### config.mk
export PLATFORM = sky130hd
export DESIGN_NAME = riscv_core_div_iter
export DESIGN_NICKNAME = d
export VERILOG_FILES = /design/src/rtl/riscv_core_div_iter.sv
export SDC_FILE = /design/constraint.sdc
export NUM_CORES = 1
export LEC_CHECK = 0
export CAP_MARGIN = 15
export CORE_MARGIN = 5
export CORE_UTILIZATION = 40
export CTS_CLUSTER_DIAMETER = 40
export DETAILED_ROUTE_END_ITERATION = 12
export PLACE_DENSITY = 0.67
export SYNTH_ARGS = -nofsm -noshare
export SYNTH_HDL_FRONTEND = slang
export SYNTH_SLANG_ARGS = --single-unit
export TNS_END_PERCENT = 1
### constraint.sdc
create_clock -name i_clk -period 8.1 [get_ports i_clk]
set_clock_uncertainty 0.05 [all_clocks]
set_input_delay 1.62 -clock i_clk [delete_from_list [all_inputs] [get_ports i_clk]]
set_output_delay 1.62 -clock i_clk [all_outputs]
set_load 0.01 [all_outputs]
### src/rtl/riscv_core_div_iter.sv
// Iterative radix-2 restoring divider for DIV/DIVU/REM/REMU and their W forms.
// Divides operand magnitudes and hands unsigned quotient/remainder plus the
// operand sign bits to the downstream result-fixup stage.
// Optional feature macro: RISCV_CORE_DIV_EARLY_OUT_EN. When it is defined, a
// zero divisor or |A| < |B| finishes right after accept with identical results.
//
// Handshake: a request is taken on a clock edge where i_div_valid=1,
// o_div_ready=1 and i_div_flush=0. A result is handed over on an edge where
// o_div_valid=1 and i_div_ready=1. Results stay stable while o_div_valid=1
// and i_div_ready=0. Neither valid signal depends combinationally on the
// other side's ready.
module riscv_core_div_iter #(
  parameter int XLEN = 32
) (
  input  logic            i_clk,
  input  logic            i_rst,
  input  logic            i_div_flush,
  input  logic            i_div_valid,
  output logic            o_div_ready,
  input  logic [XLEN-1:0] i_div_srcA,
  input  logic [XLEN-1:0] i_div_srcB,
  input  logic [1:0]      i_div_control,
  input  logic            i_div_isword,
  output logic            o_div_valid,
  input  logic            i_div_ready,
  output logic [XLEN-1:0] o_div_quotient,
  output logic [XLEN-1:0] o_div_remainder,
  output logic            o_div_srcA_Dsign,
  output logic            o_div_srcB_Dsign,
  output logic            o_div_srcA_Wsign,
  output logic            o_div_srcB_Wsign,
  output logic [1:0]      o_div_control,
  output logic            o_div_isword,
  output logic [1:0]      o_div_state
);

  localparam int HALF = XLEN / 2;
  localparam int CW   = $clog2(XLEN + 1);
  localparam logic [XLEN-1:0] HALF_MASK = {{(XLEN-HALF){1'b0}}, {HALF{1'b1}}};

  typedef enum logic [1:0] {
    S_IDLE = 2'd0,
    S_BUSY = 2'd1,
    S_DONE = 2'd2
  } state_t;

  state_t state, state_nxt;

  logic [XLEN-1:0] q_reg, r_reg, b_reg;
  logic [CW-1:0]   cnt;
  logic            sa_d, sb_d, sa_w, sb_w, isw_reg;
  logic [1:0]      ctrl_reg;

  logic            accept, signed_op;
  logic            a_dsign, b_dsign, a_wsign, b_wsign;
  logic [XLEN-1:0] a_mag, b_mag;
  logic            b_zero, early_out;
  logic [XLEN:0]   rem_shift, rem_sub;
  logic            step_ge;

  assign accept = i_div_valid & (state == S_IDLE) & ~i_div_flush;

  // Operand preparation: sign extraction, word truncation and magnitude.
  always_comb begin
    signed_op = ~i_div_control[0];
    a_dsign   = signed_op & i_div_srcA[XLEN-1];
    b_dsign   = signed_op & i_div_srcB[XLEN-1];
    a_wsign   = signed_op & i_div_srcA[HALF-1];
    b_wsign   = signed_op & i_div_srcB[HALF-1];
    a_mag     = i_div_srcA;
    b_mag     = i_div_srcB;
    if (i_div_isword) begin
      a_mag = i_div_srcA & HALF_MASK;
      b_mag = i_div_srcB & HALF_MASK;
      if (a_wsign) a_mag = (~a_mag + 1'b1) & HALF_MASK;
      if (b_wsign) b_mag = (~b_mag + 1'b1) & HALF_MASK;
    end else begin
      if (a_dsign) a_mag = ~a_mag + 1'b1;
      if (b_dsign) b_mag = ~b_mag + 1'b1;
    end
    b_zero = (b_mag == '0);
  end

`ifdef RISCV_CORE_DIV_EARLY_OUT_EN
  assign early_out = b_zero | (a_mag < b_mag);
`else
  assign early_out = 1'b0;
`endif

  // One restoring step: shift the next dividend bit into R, subtract if it fits.
  always_comb begin
    rem_shift = {r_reg, q_reg[XLEN-1]};
    step_ge   = (rem_shift >= {1'b0, b_reg});
    rem_sub   = step_ge ? (rem_shift - {1'b0, b_reg}) : rem_shift;
  end

  // State register.
  always_ff @(posedge i_clk) begin
    if (i_rst) state <= S_IDLE;
    else       state <= state_nxt;
  end

  // Next-state logic; flush returns to IDLE from BUSY or DONE.
  always_comb begin
    state_nxt = state;
    case (state)
      S_IDLE: if (accept) state_nxt = early_out ? S_DONE : S_BUSY;
      S_BUSY: begin
        if (i_div_flush)           state_nxt = S_IDLE;
        else if (cnt == CW'(1))    state_nxt = S_DONE;
      end
      S_DONE: if (i_div_flush | i_div_ready) state_nxt = S_IDLE;
      default: state_nxt = S_IDLE;
    endcase
  end

  // Datapath: capture operands on accept, iterate while BUSY.
  // Word dividends are pre-shifted so the MSB-first walk starts at bit HALF-1
  // and the quotient lands in the low half with the upper half zero.
  always_ff @(posedge i_clk) begin
    if (i_rst) begin
      q_reg    <= '0;
      r_reg    <= '0;
      b_reg    <= '0;
      cnt      <= '0;
      sa_d     <= 1'b0;
      sb_d     <= 1'b0;
      sa_w     <= 1'b0;
      sb_w     <= 1'b0;
      ctrl_reg <= 2'b00;
      isw_reg  <= 1'b0;
    end else if (accept) begin
      sa_d     <= a_dsign;
      sa_w     <= a_wsign;
      // A zero divisor takes the dividend's signs so fixup leaves Q untouched.
      sb_d     <= b_zero ? a_dsign : b_dsign;
      sb_w     <= b_zero ? a_wsign : b_wsign;
      ctrl_reg <= i_div_control;
      isw_reg  <= i_div_isword;
      b_reg    <= b_mag;
      cnt      <= i_div_isword ? CW'(HALF) : CW'(XLEN);
      if (early_out) begin
        q_reg <= b_zero ? (i_div_isword ? HALF_MASK : '1) : '0;
        r_reg <= a_mag;
      end else begin
        q_reg <= i_div_isword ? (a_mag << HALF) : a_mag;
        r_reg <= '0;
      end
    end else if (state == S_BUSY) begin
      q_reg <= {q_reg[XLEN-2:0], step_ge};
      r_reg <= rem_sub[XLEN-1:0];
      cnt   <= cnt - CW'(1);
    end
  end

  // Output decode.
  always_comb begin
    o_div_ready      = (state == S_IDLE);
    o_div_valid      = (state == S_DONE);
    o_div_state      = state;
    o_div_quotient   = q_reg;
    o_div_remainder  = r_reg;
    o_div_srcA_Dsign = sa_d;
    o_div_srcB_Dsign = sb_d;
    o_div_srcA_Wsign = sa_w;
    o_div_srcB_Wsign = sb_w;
    o_div_control    = ctrl_reg;
    o_div_isword     = isw_reg;
  end

endmodule

==> impl_metrics.env <==
export IMPL_die_y_um=156
export IMPL_async_flop_share_pct=0
export IMPL_core_um2=21000
export IMPL_cts_resized=0
export IMPL_syn2layout_area_growth_pct=21.5
export IMPL_p_seq_share_pct=35.0
export IMPL_p_int_mw=1.10
export IMPL_cts_hold_buf=0
export IMPL_wire_per_inst_um=16.9
export IMPL_vias=8492
export IMPL_ys_warn_count=0
export IMPL_fin_cells=1509
export IMPL_start_util_pct=40.5
export IMPL_p_switching_mw=0.642
export IMPL_hold_ws_ns=0.409
export IMPL_leakage_nw=3.88
export IMPL_critPathTopFamily="simple AND/OR/NAND/NOR gates"
export IMPL_grt_pass1_vias=7901
export IMPL_final_cell_mix="clkdlybuf4s50_1, nand2_1, nor2_1, dfxtp_1, a21oi_1"
export IMPL_syn_nets=1240
export IMPL_antenna_found_initial=0
export IMPL_clk_pin_slew_worst_paths_ns=0.08
export IMPL_synth_edf_count=0
export IMPL_comb_power_share_pct=39.1
export IMPL_setup_slack_ns=3.33
export IMPL_syn_area_um2=8490
export IMPL_crit_fanout=8
export IMPL_dieArea_um2=24200
export IMPL_drive_above_1_share_pct=4.29
export IMPL_tritoncts="built"
export IMPL_mostFrequentLayoutCell="clkdlybuf4s50_1"
export IMPL_dieWidth_um=156
export IMPL_maxCapViolCount=0
export IMPL_htree_num_levels=3
export IMPL_grt_first_pass_wirelength_mm=41.6
export IMPL_drt_first_pass_iters=5
export IMPL_cts_root_buf="clkbuf_16"
export IMPL_routed_wl_mm=25.5
export IMPL_io_buffers=146
export IMPL_max_freq_mhz=210
export IMPL_vias_per_cell=5.63
export IMPL_io_pins=147
export IMPL_outcome="finished clean"
export IMPL_synthCells=1131
export IMPL_cts_sinks=111
export IMPL_swShare_pct=36.9
export IMPL_core_rowCount=53
export IMPL_place_congestion=0.939
export IMPL_peakVddDrop_mv=0.117
export IMPL_design_area_um2=10300
export IMPL_cp_arrival_ns=4.94
export IMPL_critical_path_max_stage_delay_ns=0.57
export IMPL_detail_route_antenna_nets=0
export IMPL_finalCritPeriodShare_pct=58.8
export IMPL_postPlaceCellArea_um2=10000
export IMPL_fin_nets=1338
export IMPL_post_cts_setup_buffers=0
export IMPL_dp_cells=1493
export IMPL_post_route_drc_count=0
export IMPL_path_buf_inv=1
export IMPL_crit_path_end_kind="register"
export IMPL_min_period_ns=4.77
export IMPL_worstSetupStartpointType="primary input"
export IMPL_drt_iter0_markers=511
export IMPL_insertion_delay_ns=0.37
export IMPL_r2r_setup_slack_ns=4.54
export IMPL_worstSetupPathType="primary input to register"
export IMPL_clk_path_buf_depth=2
export IMPL_hpwl_mm=19.5
export IMPL_syn_area_per_cell_um2=7.51
export IMPL_grt_max_degree=79
export IMPL_yosysUniqueCellTypes=78
export IMPL_maxSlewHeadroom_pct=40.9
export IMPL_hp_class="register to register"
export IMPL_grt_usage_pct=20.7
export IMPL_setup_viol=0
export IMPL_cp_data_required_time_ns=8.27
export IMPL_worstMarginPinSlew_ns=0.885
export IMPL_grt_overflow=0
export IMPL_path_cells="clkdlybuf4s50_1 > nor4_2 > and4_1 > nand3_1 > a2111oi_0 > a41oi_2 > nor4_4 > mux2i_1 > a211oi_2"
export IMPL_n_antenna_cell=0
export IMPL_cts_buffers=9
export IMPL_ys_seq_elements=111
export IMPL_finalHoldViolCount=0
export IMPL_ys_seq_area_share_pct=26.2
export IMPL_power_density_nw_per_um2=169
export IMPL_tns_ns=0
export IMPL_drv_slew=0
export IMPL_synth_flop_cell="dfxtp_1"
export IMPL_rsz0062_at_grt="no"
export IMPL_post_place_ws_ns=2.98
export IMPL_power_frac_clock_pct=25.9
export IMPL_critPathSlowestCell="a2111oi_0"
-- tightest hold or removal path, cell delays in order (launching register included) --
cell	delay [ns]
dfxtp_1	0.32
nand2_1	0.05
a21oi_1	0.05
-- through the flow --
| stage | util (%) | power, mW |
|---|---|---|
| final | 49.2 | 1.74 |
| after global routing | 49.2 | 1.85 |
| after CTS | 49.2 | 1.75 |
| after detailed placement | 47.9 | 1.30 |
| after global placement | 47.9 | 1.30 |
| after floorplan | - | 1.09 |
-- power by group through the flow --
stage / clock network (mW) / logic, mW / registers, mW
3_5_place_dp: 0 / 0.679 / 0.622
5_1_grt: 0.483 / 0.748 / 0.615
6_report: 0.451 / 0.681 / 0.610
4_1_cts: 0.461 / 0.682 / 0.610
3_3_place_gp: 0 / 0.675 / 0.622
2_1_floorplan: 0 / 0.467 / 0.624
-- Yosys cell counts, drive strengths merged, types with 9 or more instances --
cell | instances | area share [%]
or3 | 10 | 0.74
xor2 | 50 | 5.2
o21ai | 87 | 5.2
a41oi | 9 | 1.0
nor4 | 14 | 1.3
nor3 | 17 | 1.0
a22oi | 11 | 0.97
inv | 58 | 2.6
nand3 | 19 | 1.1
xnor2 | 49 | 5.1
nand4 | 9 | 0.66
nor2b | 13 | 0.96
mux2i | 29 | 3.4
nor2 | 121 | 5.5
dfxtp | 111 | 26
a21o | 18 | 1.6
ha | 36 | 5.3
a211oi | 45 | 4.0
a311oi | 14 | 1.4
o211ai | 9 | 0.80
clkbuf | 60 | 3.5
a21oi | 102 | 6.1
nand2 | 120 | 5.3
buf | 9 | 0.63
a31oi | 11 | 0.81
and3 | 10 | 0.74
-- cell families after synthesis --
group                    count (synthesis)  share of synthesized area (%)
multiplexers                            32                           3.82
AND/OR/NAND/NOR                        370                           20.8
flip-flops                             111                           26.2
buffers and inverters                  128                           6.72
adder cells (fa/ha/maj)                 37                           5.54
AO/OA/AOI/OAI                          354                           26.8
XOR/XNOR                                99                           10.2
-- path summary, 6_finish.rpt --
kind,start,end,depth (start not counted)
worst max-delay path,i_div_srcB[2],o_div_srcB_Dsign,9
worst min-delay path,b_reg[24],b_reg[24],2
worst max register to register,b_reg[1],o_div_remainder[17],12
worst min register to register,b_reg[24],b_reg[24],2
-- routing by layer --
layer,track usage [%],wire length [µm],vias to the layer above
li1,-,-,4262
met5,0,0,-
met3,3.30,1460,31
met1,28.6,11800,3969
met2,33.4,11800,230
met4,6.00,465,0
-- cell type report --
| type | instances | area (µm²) |
|---|---|---|
| Tap cell | 275 | 344 |
| Multi-Input combinational cell | 892 | 5720 |
| Fill cell | 2153 | 10600 |
| Inverter | 59 | 221 |
| Clock buffer | 9 | 225 |
| Sequential cell | 111 | 2220 |
| Clock inverter | 7 | 62.6 |
| Timing Repair Buffer | 156 | 1530 |
Power figures use the tool's default switching activity.
